File: config.mk
export PLATFORM = sky130hd
export DESIGN_NAME = qqspi_rcache_flat
export DESIGN_NICKNAME = d
export VERILOG_FILES = /design/src/rtl/qqspi_rcache_if.sv /design/src/rtl/qqspi_rcache.sv /design/src/flat_wrapper.sv
export SDC_FILE = /design/constraint.sdc
export NUM_CORES = 2
export LEC_CHECK = 0
export BUFFER_PORTS_ARGS = -buffer_cell sky130_fd_sc_hd__buf_2
export CAP_MARGIN = 20
export CORE_MARGIN = 2
export CORE_UTILIZATION = 60
export CTS_CLUSTER_DIAMETER = 60
export CTS_CLUSTER_SIZE = 10
export DETAILED_ROUTE_END_ITERATION = 12
export GPL_TIMING_DRIVEN = 0
export PLACE_DENSITY = 0.76
export RECOVER_POWER = 50
export SYNTH_ARGS = -nofsm -noshare
export SYNTH_HDL_FRONTEND = slang
export SYNTH_SLANG_ARGS = --single-unit
File: constraint.sdc
create_clock -name clk -period 15 [get_ports clk]
set_clock_uncertainty 0.2 [all_clocks]
set_input_delay 1.5 -clock clk [delete_from_list [all_inputs] [get_ports clk]]
set_output_delay 1.5 -clock clk [all_outputs]
set_load 0.1 [all_outputs]
File: src/rtl/qqspi_rcache_if.sv
// rtl/qqspi_rcache_if.sv - valid/ready word bus used on both sides of the read cache
interface qqspi_rcache_if;
    logic        valid;
    logic        ready;
    logic [22:0] addr;
    logic [31:0] wdata;
    logic [3:0]  wstrb;
    logic [31:0] rdata;

    modport master (output valid, output addr, output wdata, output wstrb,
                    input  ready, input  rdata);
    modport slave  (input  valid, input  addr, input  wdata, input  wstrb,
                    output ready, output rdata);
endinterface

File: src/rtl/qqspi_rcache.sv
// rtl/qqspi_rcache.sv - direct-mapped write-through word cache in front of the qqspi controller
module qqspi_rcache #(
    parameter int INDEX_BITS = 6,
    parameter bit CACHE_EN   = 1'b1
) (
    input  logic            clk,
    input  logic            reset,
    input  logic            flush,
    qqspi_rcache_if.slave   cpu,
    qqspi_rcache_if.master  mem
);
    localparam int NLINES = 1 << INDEX_BITS;
    localparam int TAG_W  = 23 - INDEX_BITS;

    typedef enum logic [2:0] {S_IDLE, S_FILL, S_WRITE, S_DONE, S_RELEASE} state_t;

    state_t              r_state;
    logic [NLINES-1:0]   r_valid;
    logic                r_flush_pend;
    logic                r_cpu_ready;
    logic [31:0]         r_cpu_rdata;
    logic                r_mem_valid;
    logic [22:0]         r_mem_addr;
    logic [31:0]         r_mem_wdata;
    logic [3:0]          r_mem_wstrb;
    logic [TAG_W-1:0]    r_tag  [NLINES];
    logic [31:0]         r_data [NLINES];

    logic [INDEX_BITS-1:0] w_req_idx, w_cap_idx;
    logic [TAG_W-1:0]      w_req_tag, w_cap_tag;
    logic                  w_req_hit, w_cap_hit, w_strb_ok;
    logic                  w_fill_we, w_merge_we;
    logic [31:0]           w_merged;

    assign w_req_idx = cpu.addr[INDEX_BITS-1:0];
    assign w_req_tag = cpu.addr[22:INDEX_BITS];
    assign w_req_hit = CACHE_EN && r_valid[w_req_idx] && (r_tag[w_req_idx] == w_req_tag);

    // Once a request is forwarded, the captured mem address is the request address.
    assign w_cap_idx = r_mem_addr[INDEX_BITS-1:0];
    assign w_cap_tag = r_mem_addr[22:INDEX_BITS];
    assign w_cap_hit = CACHE_EN && r_valid[w_cap_idx] && (r_tag[w_cap_idx] == w_cap_tag);

    always_comb begin
        w_strb_ok = 1'b0;
        case (r_mem_wstrb)
            4'b0001, 4'b0010, 4'b0100, 4'b1000,
            4'b0011, 4'b1100, 4'b1111: w_strb_ok = 1'b1;
            default:                   w_strb_ok = 1'b0;
        endcase
        w_merged = r_data[w_cap_idx];
        for (int b = 0; b < 4; b++) begin
            if (r_mem_wstrb[b]) w_merged[8*b +: 8] = r_mem_wdata[8*b +: 8];
        end
    end

    assign w_fill_we  = (r_state == S_FILL)  && mem.ready && CACHE_EN;
    assign w_merge_we = (r_state == S_WRITE) && mem.ready && w_cap_hit && w_strb_ok;

    always_ff @(posedge clk) begin
        if (w_fill_we) begin
            r_tag[w_cap_idx]  <= w_cap_tag;
            r_data[w_cap_idx] <= mem.rdata;
        end else if (w_merge_we) begin
            r_data[w_cap_idx] <= w_merged;
        end
    end

    always_ff @(posedge clk or posedge reset) begin
        if (reset) begin
            r_state      <= S_IDLE;
            r_valid      <= '0;
            r_flush_pend <= 1'b0;
            r_cpu_ready  <= 1'b0;
            r_cpu_rdata  <= '0;
            r_mem_valid  <= 1'b0;
            r_mem_addr   <= '0;
            r_mem_wdata  <= '0;
            r_mem_wstrb  <= '0;
        end else begin
            if (flush && (r_state != S_IDLE)) r_flush_pend <= 1'b1;
            case (r_state)
                S_IDLE: begin
                    if (r_flush_pend || flush) begin
                        r_valid      <= '0;
                        r_flush_pend <= 1'b0;
                    end else if (cpu.valid) begin
                        if (cpu.wstrb == 4'b0000) begin
                            if (w_req_hit) begin
                                r_cpu_rdata <= r_data[w_req_idx];
                                r_cpu_ready <= 1'b1;
                                r_state     <= S_DONE;
                            end else begin
                                r_mem_valid <= 1'b1;
                                r_mem_addr  <= cpu.addr;
                                r_mem_wstrb <= 4'b0000;
                                r_state     <= S_FILL;
                            end
                        end else begin
                            r_mem_valid <= 1'b1;
                            r_mem_addr  <= cpu.addr;
                            r_mem_wdata <= cpu.wdata;
                            r_mem_wstrb <= cpu.wstrb;
                            r_state     <= S_WRITE;
                        end
                    end
                end
                S_FILL: begin
                    if (mem.ready) begin
                        r_mem_valid <= 1'b0;
                        r_cpu_rdata <= mem.rdata;
                        r_cpu_ready <= 1'b1;
                        if (CACHE_EN) r_valid[w_cap_idx] <= 1'b1;
                        r_state     <= S_RELEASE;
                    end
                end
                S_WRITE: begin
                    if (mem.ready) begin
                        r_mem_valid <= 1'b0;
                        r_cpu_ready <= 1'b1;
                        // Odd strobes become full-word writes downstream, so the line is stale.
                        if (w_cap_hit && !w_strb_ok) r_valid[w_cap_idx] <= 1'b0;
                        r_state     <= S_RELEASE;
                    end
                end
                S_DONE: begin
                    r_cpu_ready <= 1'b0;
                    r_state     <= S_IDLE;
                end
                S_RELEASE: begin
                    r_cpu_ready <= 1'b0;
                    if (!mem.ready) r_state <= S_IDLE;
                end
                default: r_state <= S_IDLE;
            endcase
        end
    end

    assign cpu.ready = r_cpu_ready;
    assign cpu.rdata = r_cpu_rdata;
    assign mem.valid = r_mem_valid;
    assign mem.addr  = r_mem_addr;
    assign mem.wdata = r_mem_wdata;
    assign mem.wstrb = r_mem_wstrb;
endmodule

File: src/flat_wrapper.sv
// flat-port wrapper written by rule: the top's interface ports become plain ports
module qqspi_rcache_flat 
#(
    parameter int INDEX_BITS = 6,
    parameter bit CACHE_EN   = 1'b1
)
  (clk, reset, flush, cpu_valid, cpu_addr, cpu_wdata, cpu_wstrb, cpu_ready, cpu_rdata, mem_valid, mem_addr, mem_wdata, mem_wstrb, mem_ready, mem_rdata);
  qqspi_rcache_if cpu_i ();
  qqspi_rcache_if mem_i ();
  input  logic clk;
  input  logic reset;
  input  logic flush;
  input wire logic [$bits(cpu_i.valid)-1:0] cpu_valid;
  input wire logic [$bits(cpu_i.addr)-1:0] cpu_addr;
  input wire logic [$bits(cpu_i.wdata)-1:0] cpu_wdata;
  input wire logic [$bits(cpu_i.wstrb)-1:0] cpu_wstrb;
  output wire logic [$bits(cpu_i.ready)-1:0] cpu_ready;
  output wire logic [$bits(cpu_i.rdata)-1:0] cpu_rdata;
  output wire logic [$bits(mem_i.valid)-1:0] mem_valid;
  output wire logic [$bits(mem_i.addr)-1:0] mem_addr;
  output wire logic [$bits(mem_i.wdata)-1:0] mem_wdata;
  output wire logic [$bits(mem_i.wstrb)-1:0] mem_wstrb;
  input wire logic [$bits(mem_i.ready)-1:0] mem_ready;
  input wire logic [$bits(mem_i.rdata)-1:0] mem_rdata;
  assign cpu_i.valid = cpu_valid;
  assign cpu_i.addr = cpu_addr;
  assign cpu_i.wdata = cpu_wdata;
  assign cpu_i.wstrb = cpu_wstrb;
  assign cpu_ready = cpu_i.ready;
  assign cpu_rdata = cpu_i.rdata;
  assign mem_valid = mem_i.valid;
  assign mem_addr = mem_i.addr;
  assign mem_wdata = mem_i.wdata;
  assign mem_wstrb = mem_i.wstrb;
  assign mem_i.ready = mem_ready;
  assign mem_i.rdata = mem_rdata;
  qqspi_rcache #(.INDEX_BITS(INDEX_BITS), .CACHE_EN(CACHE_EN)) u_core (.clk(clk), .reset(reset), .flush(flush), .cpu(cpu_i), .mem(mem_i));
endmodule
==> results of run 1 <==
==> synthesized netlist by cell type, types with 16 or more instances <==
master / number
sky130_fd_sc_hd__mux4_2: 1008
sky130_fd_sc_hd__o22ai_1: 78
sky130_fd_sc_hd__xnor2_1: 17
sky130_fd_sc_hd__nand2b_1: 26
sky130_fd_sc_hd__o221ai_1: 30
sky130_fd_sc_hd__clkbuf_1: 218
sky130_fd_sc_hd__o21ai_0: 80
sky130_fd_sc_hd__a22o_1: 29
sky130_fd_sc_hd__dfrtp_1: 161
sky130_fd_sc_hd__o41ai_1: 58
sky130_fd_sc_hd__a221o_1: 24
sky130_fd_sc_hd__a221oi_1: 76
sky130_fd_sc_hd__nand2_1: 305
sky130_fd_sc_hd__nor3_1: 16
sky130_fd_sc_hd__edfxtp_1: 3136
sky130_fd_sc_hd__o211ai_1: 18
sky130_fd_sc_hd__a211oi_1: 20
sky130_fd_sc_hd__buf_2: 165
sky130_fd_sc_hd__nor2b_1: 25
sky130_fd_sc_hd__nor2_1: 143
sky130_fd_sc_hd__nand3_1: 69
sky130_fd_sc_hd__mux2i_1: 341
sky130_fd_sc_hd__mux2_2: 176
sky130_fd_sc_hd__buf_4: 66
sky130_fd_sc_hd__buf_6: 54
sky130_fd_sc_hd__a22oi_1: 98
sky130_fd_sc_hd__a21oi_1: 391
sky130_fd_sc_hd__a31oi_1: 83
sky130_fd_sc_hd__buf_1: 51
==> routing by layer <==
layer	GRT usage, %	GRT overflow
met5	35.2	6
met4	68.9	316
met3	60.8	53
met2	90.2	383
met1	77.9	28
==> cells by family after synthesis <==
group                     after synthesis
buffers and inverters                 571
xor gates and xnor gates               30
muxes                                1532
DFF                                  3297
and+or+nand+nor                       699
AOI/OAI and AO/OA                    1102
==> per-stage QoR <==
| stage | instance area [sq um] | setup WS, ns | util [%] | instances | hold WS (ns) |
|---|---|---|---|---|---|
| after floorplan | 140000 | 8.95 | - | 7231 | 0.295 |
| after global placement | 145000 | 2.21 | 62.4 | 10456 | 0.269 |
| after detailed placement | 149000 | 5.18 | 64.3 | 10684 | 0.300 |
| after CTS | 160000 | 5.28 | 68.9 | 11269 | 0.323 |
==> metrics.cfg, run 1 <==
[run_status]
outcome = did not finish
last-stage-reached = global routing
flow.first_error = [ERROR GRT-0116] Global routing finished with congestion. Check the congestion regions in the DRC Viewer.

[floorplanning]
io_pins = 189
die_w_um = 488
total_number_of_placement_rows = 177
floorplan.initialDensity_pct = 60.4
dieHeight_um = 488

[logic_synthesis]
gate_count_after_technology_mapping = 7231
count_of_flip_flops_with_a_built_in_enable_after_synthesis = 3136
synth_top_area_cell = sky130_fd_sc_hd__edfxtp_1
yosys.area_share.xor_xnor_pct = 0.187
share_of_the_synthesized_area_in_compound_gates_ao_oa_aoi_oai_pct = 5.22
netlist-cell-type-count = 84
yosys.area_share.adder_pct = 0
synth.yosys.warnings = 0
post_synthesis_cell_area_sq_um = 140000
synth_area_per_cell_sq_um = 19.4
synth.area.top_cells = sky130_fd_sc_hd__edfxtp_1 (67%), sky130_fd_sc_hd__mux4_2 (16%), sky130_fd_sc_hd__dfrtp_1 (2.9%), sky130_fd_sc_hd__mux2i_1 (2.4%), sky130_fd_sc_hd__mux2_2 (1.4%)
synth_top_area_share_pct = 67.1
synth_simple_gate_area_share_pct = 2.41
synth_top_family_by_area = multiplexers
synth_top_flop_cell = sky130_fd_sc_hd__edfxtp_1
synth-seq-area-share_pct = 70.0
ys_seq_elements = 3297
postSynth.asyncResetShare_pct = 4.88
synthMuxAreaShare_pct = 20.1
postSynthNetCount = 7327

[clock_tree]
cts_root_buffer = sky130_fd_sc_hd__clkbuf_16
cts_hold_repair.buffers = 0
number_of_gates_given_a_new_drive_strength_after_cts = 0
numClockSinks = 3297
post-cts-setup-buffer-count = 0
clock_tree.buffer_depth = 4
cts-htree-levels = 5
cts_inserted_buffers = 385

[placement]
gp_congestion = 1.15
io_buffer_count = 182
detailed_place_hpwl_um = 511000

[global_routing]
grt_remaining_overflow = 786
grt_start_max_net_pins = 86
grt_pass1_vias = 114268
global_route.usage.total_pct = 75.2
grt_first_pass_wirelength_um = 1190000

==> run 2: changes to the inputs <==
CORE_UTILIZATION = 40   (was 60)
CTS_CLUSTER_DIAMETER = unset   (was 60)
CTS_CLUSTER_SIZE = unset   (was 10)
PLACE_DENSITY = unset   (was 0.76)
PLACE_DENSITY_LB_ADDON = 0.15   (was unset)
==> run 2 against run 1 <==
- the flow now finishes, with violations (capacitance limit, slew limit)
- synthesized area did not move
- synthesized cell count did not move
==> metrics.cfg, run 2 <==
[logic_synthesis]
synth-seq-area-share_pct = 70.0  ; unchanged
postSynthNetCount = 7327  ; unchanged
ys_seq_elements = 3297  ; unchanged
count_of_flip_flops_with_a_built_in_enable_after_synthesis = 3136  ; unchanged
post_synthesis_cell_area_sq_um = 140000  ; unchanged
synth_area_per_cell_sq_um = 19.4  ; unchanged
gate_count_after_technology_mapping = 7231  ; unchanged
synth.area.top_cells = sky130_fd_sc_hd__edfxtp_1 (67%), sky130_fd_sc_hd__mux4_2 (16%), sky130_fd_sc_hd__dfrtp_1 (2.9%), sky130_fd_sc_hd__mux2i_1 (2.4%), sky130_fd_sc_hd__mux2_2 (1.4%)
synth_top_area_share_pct = 67.1  ; unchanged
synth.top_cells.by_count = sky130_fd_sc_hd__edfxtp_1 (3,136), sky130_fd_sc_hd__mux4_2 (1,008), sky130_fd_sc_hd__a21oi_1 (391)
synth_top_flop_cell = sky130_fd_sc_hd__edfxtp_1
netlist-cell-type-count = 84  ; unchanged
postSynth.asyncResetShare_pct = 4.88  ; unchanged
yosys.cell_count.top_type = sky130_fd_sc_hd__edfxtp_1
synth.yosys.warnings = 0  ; unchanged
synth_top_area_cell = sky130_fd_sc_hd__edfxtp_1

[sta]
report.final.hold_viol_count = 0
final.period_utilization_pct = 83.7
grt_setup_unrepaired = no
timing.max_slew.rel_slack_pct = -314
layout_min_cycle_time_ns = 12.55
maxClockFrequency_mhz = 79.7
finalMaxSlewViolations = 2020
tightestPinTransition_ns = 6.22
final-setup-viol-count = 0
setup-tns-final_ns = 0

[clock_tree]
clock_tree.buffer_depth = 4  ; unchanged
cts_inserted_buffers = 365  ; -5.2%
clk-insertion-delay-late_ns = 1.00
number_of_gates_given_a_new_drive_strength_after_cts = 0  ; unchanged
cts-htree-levels = 5  ; unchanged
cts_hold_repair.buffers = 0  ; unchanged
tritoncts = done
numClockSinks = 3297  ; unchanged
post-cts-setup-buffer-count = 0  ; unchanged
cts_root_buffer = sky130_fd_sc_hd__clkbuf_16
clk_transition_reported_paths_ns = 0.06

[setup_path]
worst_ep_arrival_time_ns = 12.93
worst-path-max-fanout = 10
path_class = register to register
cp-start-kind = register
worst_r2r_path_depth = 16
crit_required_ns = 15.38
critPathCaptureType = register

[global_routing]
grt_remaining_overflow = 0
grt_first_pass_wirelength_um = 897000
antenna_found_initial = 105
groute.layer.met3.usage_pct = 12.6
grt_start_max_net_pins = 68
groute.layer.met1.usage_pct = 45.7
global_route.usage.total_pct = 39.3
grt_use_met2_pct = 59.5
grt.busiest_layer = met2
grt_pass1_vias = 86652

[placement]
detailed_place_hpwl_um = 507000  ; -0.81%
io_buffer_count = 182  ; unchanged
gp_congestion = 1.06  ; -7.5%
place.detailed.instances = 12325  ; +15%
post_placement_cell_area_sq_um = 153000  ; +2.2%

[floorplanning]
design.die.area_sq_um = 356000
core_area_sq_um = 349000
die_w_um = 596  ; +22%
floorplan.initialDensity_pct = 40.2  ; -20 points
io_pins = 189  ; unchanged
dieHeight_um = 596  ; +22%
total_number_of_placement_rows = 217  ; +23%

[routing]
wl_um = 704000
avgRoutedWirePerCell_um = 53.7
detailroute.via_count = 91733
dr.pass1.iters = 7
drt.antenna.violating_nets = 0
drc = 0
first_iter_violations = 15736
number_of_vias_per_cell = 7.00

[layout]
fill_cells = 29624
layout-drive-gt1-share_pct = 28.5
biggestRegsByFlops = u_core.r_data: 2048 flops, u_core.r_tag: 1088 flops, u_core.r_valid: 64 flops
finalInstanceArea_sq_um = 162000
final_cells = 13110
finish.net_count = 8230
core_occupancy_in_the_finished_layout_pct = 46.5
layout_common_cells = sky130_fd_sc_hd__edfxtp_1 (3,136), sky130_fd_sc_hd__mux4_2 (1,008), sky130_fd_sc_hd__clkbuf_1 (472)
flow.area_growth_from_synthesis_pct = 15.7
largest_register = u_core.r_data
most_common_cell_after_layout_fill_and_taps_aside = sky130_fd_sc_hd__edfxtp_1
largest_register_ff_count = 2048

[power]
power.density_nw_per_um2 = 178
leakage_nw = 52.1
max-vdd-ir-drop_uv = 202

[worst_hold_path]
min-delay-path-class = register to register
timing.hold.worst_path_depth = 1

[run_status]
outcome = finished, violations left
violations = capacitance limit, slew limit

[flow_run]
maxCapViolations = 126

-- run 2: cell counts after synthesis --
No cell type changed its count.
-- run 2: metal layers --
| metal | vias to the layer above | share of wire [%] | routed length, um |
|---|---|---|---|
| met3 | 2579 | 11 | 79800 |
| met4 | 24 | 11 | 74400 |
| li1 | 32484 | - | - |
| met1 | 48595 | 34 | 236000 |
| met2 | 8051 | 45 | 314000 |
| met5 | - | 0.043 | 300 |
-- run 2: logic make-up (layout without fill, tap and decap cells) --
| family | Yosys count | in the layout | synth area share (%) |
|---|---|---|---|
| AOI/OAI and AO/OA | 1102 | 1102 | 5.22 |
| xor gates and xnor gates | 30 | 30 | 0.187 |
| buffers and inverters | 571 | 1770 | 2.16 |
| DFF | 3297 | 3297 | 70.0 |
| muxes | 1532 | 1532 | 20.1 |
| other | 0 | 81 | 0 |
| and+or+nand+nor | 699 | 699 | 2.41 |
-- run 2: report_power, final --
| group | internal (mW) | total (mW) | leakage (nW) | switching (mW) |
|---|---|---|---|---|
| Sequential | 10.7 | 11.1 | 30.2 | 0.349 |
| Clock | 5.01 | 8.94 | 5.66 | 3.93 |
| Combinational | 1.88 | 8.87 | 16.2 | 6.98 |
-- run 2: metrics by stage --
| step | setup slack [ns] | power (mW) | hold WS [ns] |
|---|---|---|---|
| global placement | 2.32 | 19.3 | 0.272 |
| floorplan | 8.95 | 15.1 | 0.295 |
| CTS | 5.67 | 28.4 | 0.281 |
| detailed placement | 4.68 | 19.6 | 0.287 |
| finish | 2.45 | 28.9 | 0.304 |
| global route | 2.86 | 28.9 | 0.327 |
-- run 2: worst paths after layout --
kind / from / end / slack [ns]
max: u_core.mem.addr[0]$_DFFE_PP0P_ / u_core.r_data[11][23]$_DFFE_PP_ / 2.45
min: u_core.cpu.rdata[27]$_DFFE_PP0P_ / u_core.cpu.rdata[27]$_DFFE_PP0P_ / 0.30
max reg2reg: u_core.mem.addr[0]$_DFFE_PP0P_ / u_core.r_data[11][23]$_DFFE_PP_ / 2.45
min reg2reg: u_core.cpu.rdata[27]$_DFFE_PP0P_ / u_core.cpu.rdata[27]$_DFFE_PP0P_ / 0.30
max in group asynchronous: reset / u_core.mem.wdata[7]$_DFFE_PP0P_ / 4.35
min in group asynchronous: reset / u_core.cpu.rdata[22]$_DFFE_PP0P_ / 0.81
-- run 2: worst max-delay path, cell delays in order (launching register included) --
cell,delay (ns)
sky130_fd_sc_hd__dfrtp_1,0.56
sky130_fd_sc_hd__clkbuf_1,0.36
sky130_fd_sc_hd__clkbuf_1,1.30
sky130_fd_sc_hd__clkbuf_1,1.48
sky130_fd_sc_hd__clkbuf_1,1.61
sky130_fd_sc_hd__nand3b_1,0.24
sky130_fd_sc_hd__o21ai_0,0.11
sky130_fd_sc_hd__a221oi_1,0.41
sky130_fd_sc_hd__o22ai_1,0.52
sky130_fd_sc_hd__nor4_1,0.67
sky130_fd_sc_hd__xor2_1,0.80
sky130_fd_sc_hd__nand2_1,0.30
sky130_fd_sc_hd__nor4_4,0.68
sky130_fd_sc_hd__nand4_1,1.07
sky130_fd_sc_hd__buf_6,0.53
sky130_fd_sc_hd__clkbuf_1,0.26
sky130_fd_sc_hd__a21oi_1,0.92
-- run 2: area by class of cell --
class	count	area [sq um]	area share, %
Clock buffer	465	9760	6.01
Inverter	14	53.8	0.0331
Antenna cell	81	203	0.125
Buffer	557	2980	1.83
Multi-Input combinational cell	3363	39200	24.1
Timing Repair Buffer	536	4390	2.70
Sequential cell	3297	98200	60.5
Clock inverter	198	1870	1.15
Tap cell	4599	5750	3.54
Power figures use the tool's default switching activity.
